## src/rtl/pga_pkg.sv

```systemverilog
// Shared definitions for the PGA serial engine and its offset auto-calibration sequencer.
package pga_pkg;

    localparam int OFFSET_W = 5;
    localparam int GAIN_W   = 4;

    typedef enum logic [3:0] {
        S_IDLE,
        S_SEL,
        S_MEAS,
        S_MEAS_W,
        S_TRIAL,
        S_TRIAL_W,
        S_SETTLE,
        S_DECIDE,
        S_GAIN,
        S_GAIN_W,
        S_NEXT,
        S_DONE,
        S_ERR
    } state_t;

    // One SAR decision: drop the bit under test unless the comparator asks for a
    // higher code, then raise the next lower bit as the following trial.
    function automatic logic [OFFSET_W-1:0] sar_step(
        input logic [OFFSET_W-1:0] code,
        input logic [2:0]          bit_idx,
        input logic                keep
    );
        logic [OFFSET_W-1:0] c;
        c = code;
        if (!keep) begin
            c[bit_idx] = 1'b0;
        end
        if (bit_idx != 3'd0) begin
            c[bit_idx - 3'd1] = 1'b1;
        end
        return c;
    endfunction

endpackage

```

## src/rtl/pga_wait_timer.sv

```systemverilog
// Loadable down-counter; expired is high whenever the count has reached zero.
module pga_wait_timer #(
    parameter int W = 13
) (
    input  logic         clk,
    input  logic         srst,
    input  logic         load,
    input  logic [W-1:0] load_val,
    output logic         expired
);

    logic [W-1:0] cnt_reg;

    always_ff @(posedge clk) begin
        if (srst) begin
            cnt_reg <= '0;
        end else if (load) begin
            cnt_reg <= load_val;
        end else if (cnt_reg != '0) begin
            cnt_reg <= cnt_reg - 1'b1;
        end
    end

    assign expired = (cnt_reg == '0);

endmodule

```

## src/rtl/pga_autocal_seq.sv

```systemverilog
// Offset auto-calibration sequencer: per channel enters Vos measure mode, runs a
// 5-step SAR trim against the offset comparator, then programs the target gain.
module pga_autocal_seq
    import pga_pkg::*;
#(
    parameter int N_CH       = 4,
    parameter int SETTLE_CYC = 250,
    parameter int OP_TIMEOUT = 4096
) (
    input  logic                   clk25,
    input  logic                   wb_rst,
    input  logic                   start,
    input  logic [4*N_CH-1:0]      gain_cfg,
    input  logic                   cmp_in,
    input  logic                   op_complete,
    output logic                   set_vos,
    output logic                   set_gain,
    output logic                   set_measure,
    output logic [OFFSET_W-1:0]    offset,
    output logic [GAIN_W-1:0]      gain,
    output logic [N_CH-1:0]        ch_sel,
    output logic [5*N_CH-1:0]      cal_offset,
    output logic                   busy,
    output logic                   done,
    output logic                   err,
    output logic [2:0]             err_ch
);

    localparam int CW    = (N_CH > 1) ? $clog2(N_CH) : 1;
    localparam int T_MAX = (OP_TIMEOUT > SETTLE_CYC) ? OP_TIMEOUT : SETTLE_CYC;
    localparam int TW    = $clog2(T_MAX + 1);
    localparam logic [OFFSET_W-1:0] CODE_MSB = {1'b1, {(OFFSET_W-1){1'b0}}};

    state_t                 state_reg, state_next;
    logic [2:0]             ch_reg;
    logic [CW-1:0]          ch_idx;
    logic                   last_ch;
    logic [OFFSET_W-1:0]    code_reg;
    logic [2:0]             bit_idx_reg;
    logic [GAIN_W*N_CH-1:0] gain_lat_reg;
    logic                   err_reg;
    logic [2:0]             err_ch_reg;
    logic                   cmp_meta_reg, cmp_sync_reg;
    logic                   start_accept;
    logic                   in_wait;
    logic                   op_timeout;
    logic                   tmr_load;
    logic [TW-1:0]          tmr_val;
    logic                   tmr_expired;

    assign ch_idx       = ch_reg[CW-1:0];
    assign last_ch      = (ch_reg == 3'(N_CH - 1));
    assign start_accept = start && ((state_reg == S_IDLE) || (state_reg == S_DONE) ||
                                    (state_reg == S_ERR));
    assign in_wait      = (state_reg == S_MEAS_W) || (state_reg == S_TRIAL_W) ||
                          (state_reg == S_GAIN_W);
    assign op_timeout   = in_wait && !op_complete && tmr_expired;

    // Comparator is asynchronous to clk25; only the second flop is ever used.
    always_ff @(posedge clk25) begin
        if (wb_rst) begin
            cmp_meta_reg <= 1'b0;
            cmp_sync_reg <= 1'b0;
        end else begin
            cmp_meta_reg <= cmp_in;
            cmp_sync_reg <= cmp_meta_reg;
        end
    end

    always_ff @(posedge clk25) begin
        if (wb_rst) begin
            state_reg <= S_IDLE;
        end else begin
            state_reg <= state_next;
        end
    end

    always_comb begin
        state_next = state_reg;
        case (state_reg)
            S_IDLE:    if (start_accept) state_next = S_SEL;
            S_SEL:     state_next = S_MEAS;
            S_MEAS:    state_next = S_MEAS_W;
            S_MEAS_W:  if (op_complete) state_next = S_TRIAL;
                       else if (op_timeout) state_next = S_ERR;
            S_TRIAL:   state_next = S_TRIAL_W;
            S_TRIAL_W: if (op_complete) state_next = S_SETTLE;
                       else if (op_timeout) state_next = S_ERR;
            S_SETTLE:  if (tmr_expired) state_next = S_DECIDE;
            S_DECIDE:  state_next = (bit_idx_reg != 3'd0) ? S_TRIAL : S_GAIN;
            S_GAIN:    state_next = S_GAIN_W;
            S_GAIN_W:  if (op_complete) state_next = S_NEXT;
                       else if (op_timeout) state_next = S_ERR;
            S_NEXT:    state_next = last_ch ? S_DONE : S_SEL;
            S_DONE:    state_next = start_accept ? S_SEL : S_IDLE;
            S_ERR:     state_next = start_accept ? S_SEL : S_IDLE;
            default:   state_next = S_IDLE;
        endcase
    end

    // The shared timer is armed with the op timeout on every pulse and
    // re-armed with the settle time once the Vos write has completed.
    always_comb begin
        set_measure = (state_reg == S_MEAS);
        set_vos     = (state_reg == S_TRIAL);
        set_gain    = (state_reg == S_GAIN);
        done        = (state_reg == S_DONE);
        busy        = !((state_reg == S_IDLE) || (state_reg == S_DONE) ||
                        (state_reg == S_ERR));
        tmr_load    = 1'b0;
        tmr_val     = TW'(OP_TIMEOUT - 1);
        if ((state_reg == S_MEAS) || (state_reg == S_TRIAL) || (state_reg == S_GAIN)) begin
            tmr_load = 1'b1;
        end else if ((state_reg == S_TRIAL_W) && op_complete) begin
            tmr_load = 1'b1;
            tmr_val  = TW'(SETTLE_CYC - 1);
        end
    end

    always_ff @(posedge clk25) begin
        if (wb_rst) begin
            ch_reg       <= '0;
            code_reg     <= '0;
            bit_idx_reg  <= '0;
            gain_lat_reg <= '0;
            err_reg      <= 1'b0;
            err_ch_reg   <= '0;
        end else if (start_accept) begin
            ch_reg       <= '0;
            code_reg     <= '0;
            bit_idx_reg  <= 3'd4;
            gain_lat_reg <= gain_cfg;
            err_reg      <= 1'b0;
        end else begin
            case (state_reg)
                S_MEAS_W: begin
                    if (op_complete) begin
                        code_reg    <= CODE_MSB;
                        bit_idx_reg <= 3'd4;
                    end
                end
                S_DECIDE: begin
                    code_reg <= sar_step(code_reg, bit_idx_reg, cmp_sync_reg);
                    if (bit_idx_reg != 3'd0) begin
                        bit_idx_reg <= bit_idx_reg - 3'd1;
                    end
                end
                S_NEXT: begin
                    if (!last_ch) begin
                        ch_reg   <= ch_reg + 3'd1;
                        code_reg <= '0;
                    end
                end
                default: ;
            endcase
            if (op_timeout) begin
                err_reg    <= 1'b1;
                err_ch_reg <= ch_reg;
            end
        end
    end

    // Per-channel result registers survive an aborted sequence untouched.
    generate
        for (genvar gi = 0; gi < N_CH; gi++) begin : g_ch
            logic [OFFSET_W-1:0] cal_reg;

            always_ff @(posedge clk25) begin
                if (wb_rst) begin
                    cal_reg <= '0;
                end else if ((state_reg == S_GAIN) && (ch_idx == CW'(gi))) begin
                    cal_reg <= code_reg;
                end
            end

            assign cal_offset[5*gi +: 5] = cal_reg;
            assign ch_sel[gi]            = busy && (ch_idx == CW'(gi));
        end
    endgenerate

    always_comb begin
        gain = '0;
        for (int i = 0; i < N_CH; i++) begin
            if (ch_idx == CW'(i)) begin
                gain = gain_lat_reg[GAIN_W*i +: GAIN_W];
            end
        end
    end

    assign offset = code_reg;
    assign err    = err_reg;
    assign err_ch = err_ch_reg;

    pga_wait_timer #(
        .W (TW)
    ) u_timer (
        .clk      (clk25),
        .srst     (wb_rst),
        .load     (tmr_load),
        .load_val (tmr_val),
        .expired  (tmr_expired)
    );

endmodule
```

## config.mk

```make
export PLATFORM = sky130hd
export DESIGN_NAME = pga_autocal_seq
export DESIGN_NICKNAME = d
export VERILOG_FILES = /design/src/rtl/pga_pkg.sv /design/src/rtl/pga_wait_timer.sv /design/src/rtl/pga_autocal_seq.sv
export SDC_FILE = /design/constraint.sdc
export NUM_CORES = 1
export LEC_CHECK = 0
export CORE_MARGIN = 2
export CORE_UTILIZATION = 45
export DETAILED_ROUTE_END_ITERATION = 7
export PLACE_DENSITY_LB_ADDON = 0.3
export SYNTH_ARGS = -nofsm -noshare
export SYNTH_HDL_FRONTEND = slang
export SYNTH_SLANG_ARGS = --single-unit
```

## constraint.sdc

```tcl
create_clock -name clk25 -period 2.5 [get_ports clk25]
set_clock_uncertainty 0.1 [all_clocks]
set_input_delay 0.5 -clock clk25 [delete_from_list [all_inputs] [get_ports clk25]]
set_output_delay 0.5 -clock clk25 [all_outputs]
set_load 0.01 [all_outputs]
```

Yosys cells after proc, flatten, opt, wreduce, memory -nomap -nowiden
Cells that the tools add are included.
{"block": "word_totals", "in_bits": 21, "mem_bits_ro": 0, "regBits": 70, "out_inout_bits": 42, "memories": 0, "latch_bits": 0, "ramBits": 0, "wordCells": 125}
{"block": "op_classes", "bitwise_logic": 5, "mul": 0, "n_div": 0, "n_shift": 0, "n_eq_ne": 23, "n_reduce_logical": 39, "mux": 36, "addsub": 3, "n_lt_le_gt_ge": 4}
{"cell": "$mux 4", "n": 12}
{"cell": "$pmux 4 s12", "n": 1}
{"cell": "$mux 5", "n": 7}
{"cell": "$mux 13", "n": 2}
{"cell": "$mux 12", "n": 2}
{"cell": "$eq 4x4->1 const B", "n": 5}
{"cell": "$eq 4x3->1 const B", "n": 4}
{"cell": "$pmux 5 s3", "n": 1}
{"cell": "$logic_and 1x1->1", "n": 14}
{"cell": "$logic_not 13->1", "n": 1}
{"cell": "$reduce_bool 13->1", "n": 1}
{"cell": "$sub 13x1->13 const B", "n": 1}
{"cell": "$ne 2x2->1 const B", "n": 5}
{"cell": "$mux 3", "n": 3}
{"cell": "$reduce_and 3->1", "n": 3}
{"cell": "$reduce_bool 3->1", "n": 3}
{"cell": "$eq 4x2->1 const B", "n": 2}
{"cell": "$lt 3x4->1 const B", "n": 2}
{"cell": "$demux 1 s3", "n": 2}
{"cell": "$ge 3x1->1 const B", "n": 2}
{"cell": "$logic_or 1x1->1", "n": 6}
{"cell": "$ne 3x3->1 const B", "n": 2}
{"cell": "$pmux 3 s2", "n": 1}
{"cell": "$reduce_and 2->1", "n": 3}
{"cell": "16 further kinds", "n": 25}

Logic depth before layout (Yosys ltp)
{"block": "depth", "depth_word": 13, "ltp_mapped": 7, "mapped_depth_nobuf": 6}

Cells and area by module
From an unflattened synthesis, not the netlist that was laid out.
{"block": "hier_totals", "cells_unflattened": 460, "hier_area_um2": 3823.7}
{"module": "pga_autocal_seq", "cells_per_inst": 370, "n_inst": 1, "area_per_inst_um2": 3060.4, "seq_area_each_um2": 1141.1}
{"module": "pga_wait_timer", "cells_per_inst": 90, "n_inst": 1, "area_per_inst_um2": 763.2, "seq_area_each_um2": 260.2}

Least setup slack after synthesis
No wires, ideal clock.
{"block": "synth_path", "path_kind": "register to register", "start": "reg u_timer.cnt_reg[0]", "end": "reg u_timer.cnt_reg[7]", "period_less_slack_ps": 2128, "t_arrival_ps": 1897, "t_required_ps": 2268, "stages_incl_launch_ff": 8, "path_buffers": 1, "setup_slack_ps": 372, "setup_time_ps": 132, "cell_sequence": "dfxtp_1 -> inv_1 -> ha_1 -> or4b_2 -> or3_1 -> clkbuf_1 -> a211oi_1 -> nor3_1"}
{"block": "synth_via", "elab_chain_len": 3, "word_cells_on_any_way": 5, "classes_between": "add/sub (1); mux (2); reduce/logical (2)"}
{"item": "start, declared", "line": "pga_wait_timer.sv:12", "source": "logic [W-1:0] cnt_reg;"}
{"item": "start signal, assigned", "line": "pga_wait_timer.sv:18", "source": "cnt_reg <= load_val;"}
{"item": "start signal, assigned", "line": "pga_wait_timer.sv:20", "source": "cnt_reg <= cnt_reg - 1'b1;"}
{"item": "$sub 13x1->13", "line": "pga_wait_timer.sv:20"}
{"item": "$mux 13", "line": "pga_wait_timer.sv:19", "source": "end else if (cnt_reg != '0) begin"}
{"item": "$mux 13", "line": "pga_wait_timer.sv:17", "source": "end else if (load) begin"}
Several ways; a longest one is shown, not always the timed one. The select of a mux whose other input is x is not followed.
A chain may end at the register's enable or synchronous reset.

Worst setup path in the final report
{"block": "layout_path", "start": "reg ch_reg[1]", "end": "out gain[1]"}
{"block": "layout_via", "elab_chain_len": 5, "word_cells_on_any_way": 8, "classes_between": "eq/ne (3); mux (4); reduce/logical (1)"}
{"item": "start, declared", "line": "pga_autocal_seq.sv:35", "source": "logic [2:0] ch_reg;"}
{"item": "start signal, assigned", "line": "pga_autocal_seq.sv:150", "source": "ch_reg <= ch_reg + 3'd1;"}
{"item": "$logic_not 2->1", "line": "pga_autocal_seq.sv:184", "source": "if (ch_idx == CW'(i)) begin"}
{"item": "$mux 4 (3 in series)", "line": "pga_autocal_seq.sv:184"}
{"item": "$mux 4 *", "line": "pga_autocal_seq.sv:184"}
{"item": "end, declared", "line": "pga_autocal_seq.sv:20", "source": "output logic [GAIN_W-1:0] gain,"}
Every way passes the cells marked *; elsewhere a longest branch is shown, timed or not.

==> qor.yml <==
critPathKind: "reg2out"
syn2layout_area_growth_pct: 30.7
die_area_um2: 8390
clock_latency_ns: 0.36
rows: 31
nets: 513
yosys_register_bits: 70
drt_iter0_drc: 176
peakVddDrop_mv: 0.536
clockBufferDepth: 2
grt_max_degree: 56
fin_ws_ns: 0.107
synthCells: 414
grt_use_total: 0.220
synthArstFlopShare: 0
dp_slack_ns: 0.0801
cp_num_buf_inv: 2
clk_pin_slew_ns: 0.09
grt-ovfl-total: 0
min_path_type: "reg2reg"
wire_per_inst_um: 15.3
drc: 0
synth_area_leaders: "dfxtp_1 41%, a21oi_1 8.1%, mux2i_1 4.9%, nand2_1 4.0%, nand3_1 3.9%"
hold_viol_final: 0
start_util: 0.471
largest_reg_flops: 20
ys_warn_count: 0
fmax_mhz: 418
postRouteAntennaNets: 0
synth_edf_count: 0
yosys.area.top_type_share: 0.406
crit_path_end_kind: "primary output"
setup_viol_count_final: 0
diodes: 0
drt_wl_total_um: 8990
grt_first_pass_wirelength_um: 14800
crit_chain: "inv_1, ha_2, nand3b_1, a21oi_1, a21oi_1, o21ai_0, dlygate4sd2_1"
grt_setup_unrepaired: "no"
final_cell_mix: "66 x dfxtp_1, 56 x a21oi_1, 50 x clkdlybuf4s50_1"
drive_above_1_share: 0.145
first_pass_iters: 5
crit_family: "compound AO/OA/AOI/OAI gates"
cpMostUsedCell: "a21oi_1"
coreArea_um2: 7330
crit_arrival_ns: 1.79
slowest_delay_ns: 0.34
status: "finished, final reports clean"
grt_antenna_before_repair: 0
grt_pass1_vias: 3077
fin_setup_tns_ns: 0
cap_violations: 0
cts_tree: "yes"
gp_congestion: 0.850
num_vias: 3289
layout_commonest_cell: "dfxtp_1"
power_density_nw_per_um2: 739
cp.required_ns: 1.90
crit_fanout: 10
leakage_nw: 1.70
seq_area_frac_synth: 0.406
synth_top_area_cell: "dfxtp_1"
start_kind: "flip-flop"
final_max_slew_viol_count: 0
synth_flop_cell: "dfxtp_1"
htree_levels: 3
period_needed_ns: 2.39
synth.cell_area_um2: 3450
cts.sinks: 70
critical-path-slowest-cell: "dfxtp_1"
post-route-period-util: 0.957
viasPerCell: 5.60
synth_fp_nets: 444
avgSynthCellArea_um2: 8.34
cts_made_buffers: 9
die_w_um: 91.6
clock-root-buffer: "clkbuf_8"
port-buffer-count: 62
synth.distinct_cells: 56
io_pins: 63
worstMarginPinSlew_ns: 0.700
die_h_um: 91.6
dpl.hpwl_um: 6320
slew_headroom: 0.533
==> where the power goes <==
group	total (mW)	internal [mW]	switching (mW)
clock	0.873	0.380	0.492
sequential	1.38	1.26	0.129
combinational	1.08	0.498	0.578
==> cell type report <==
cell class	count	area, um^2
clock buffers	9	124
inverters	13	48.8
flip-flops and latches	70	1410
multi-input cells	300	1930
well taps	99	124
clock inverters	7	61.3
fillers	634	2820
repair buffers	89	813
==> tightest hold or removal path, cell delays in order (launching register included) <==
cell	delay, ns
dfxtp_1	0.32
nand2_1	0.05
a21oi_1	0.05
==> through the flow <==
stage / area [um^2] / power (mW) / instances / hold slack [ns] / util
4_1_cts: 4480 / 3.33 / 586 / 0.363 / 0.612
5_1_grt: 4510 / 3.52 / 587 / 0.380 / 0.615
3_5_place_dp: 4260 / 2.46 / 570 / 0.350 / 0.582
2_1_floorplan: 3450 / 2.19 / 414 / 0.314 / -
6_report: 4510 / 3.33 / 587 / 0.364 / 0.615
3_3_place_gp: 4260 / 2.42 / 570 / 0.343 / 0.582
==> kinds of logic (layout without fill, tap and decap cells) <==
logic type	after synthesis	count (layout)	share of synthesized area
buffers and inverters	44	118	0.0551
AO/OA/AOI/OAI	115	115	0.207
flip-flops	70	70	0.406
multiplexers	17	17	0.0493
XOR/XNOR	5	5	0.0127
AND/OR/NAND/NOR	154	154	0.237
adder cells (fa/ha/maj)	9	9	0.0326
==> routing by layer <==
metal	routed length (um)	track usage
met5	0	0
met4	143	0.0859
met3	485	0.0473
met2	4450	0.359
met1	3910	0.282
==> synthesized netlist by cell type (8+ instances only) <==
cell	count
inv_1	12
clkbuf_1	23
nor2_1	26
ha_1	9
nor2b_1	8
a21oi_1	56
nand2b_1	8
nand2_1	37
nor3_1	10
mux2i_1	17
nand3_1	27
o31ai_1	9
o21ai_0	15
dfxtp_1	70
==> worst paths after layout <==
kind	from	to	slack (ns)	cells past startpoint
max	ch_reg[1]	gain[1]	0.11	7
min	g_ch[0].cal_reg[2]	g_ch[0].cal_reg[2]	0.36	2
max reg2reg	state_reg[2]	u_timer.cnt_reg[9]	0.15	7
min reg2reg	g_ch[0].cal_reg[2]	g_ch[0].cal_reg[2]	0.36	2
==> timing repair <==
| action | in CTS | in global routing |
|---|---|---|
| setup endpoints to repair | 10 | 7 |
| hold buffers | 0 | 0 |
| buffers inserted | 0 | 1 |
| resized for setup | 18 | 14 |
Power figures use the tool's default switching activity.
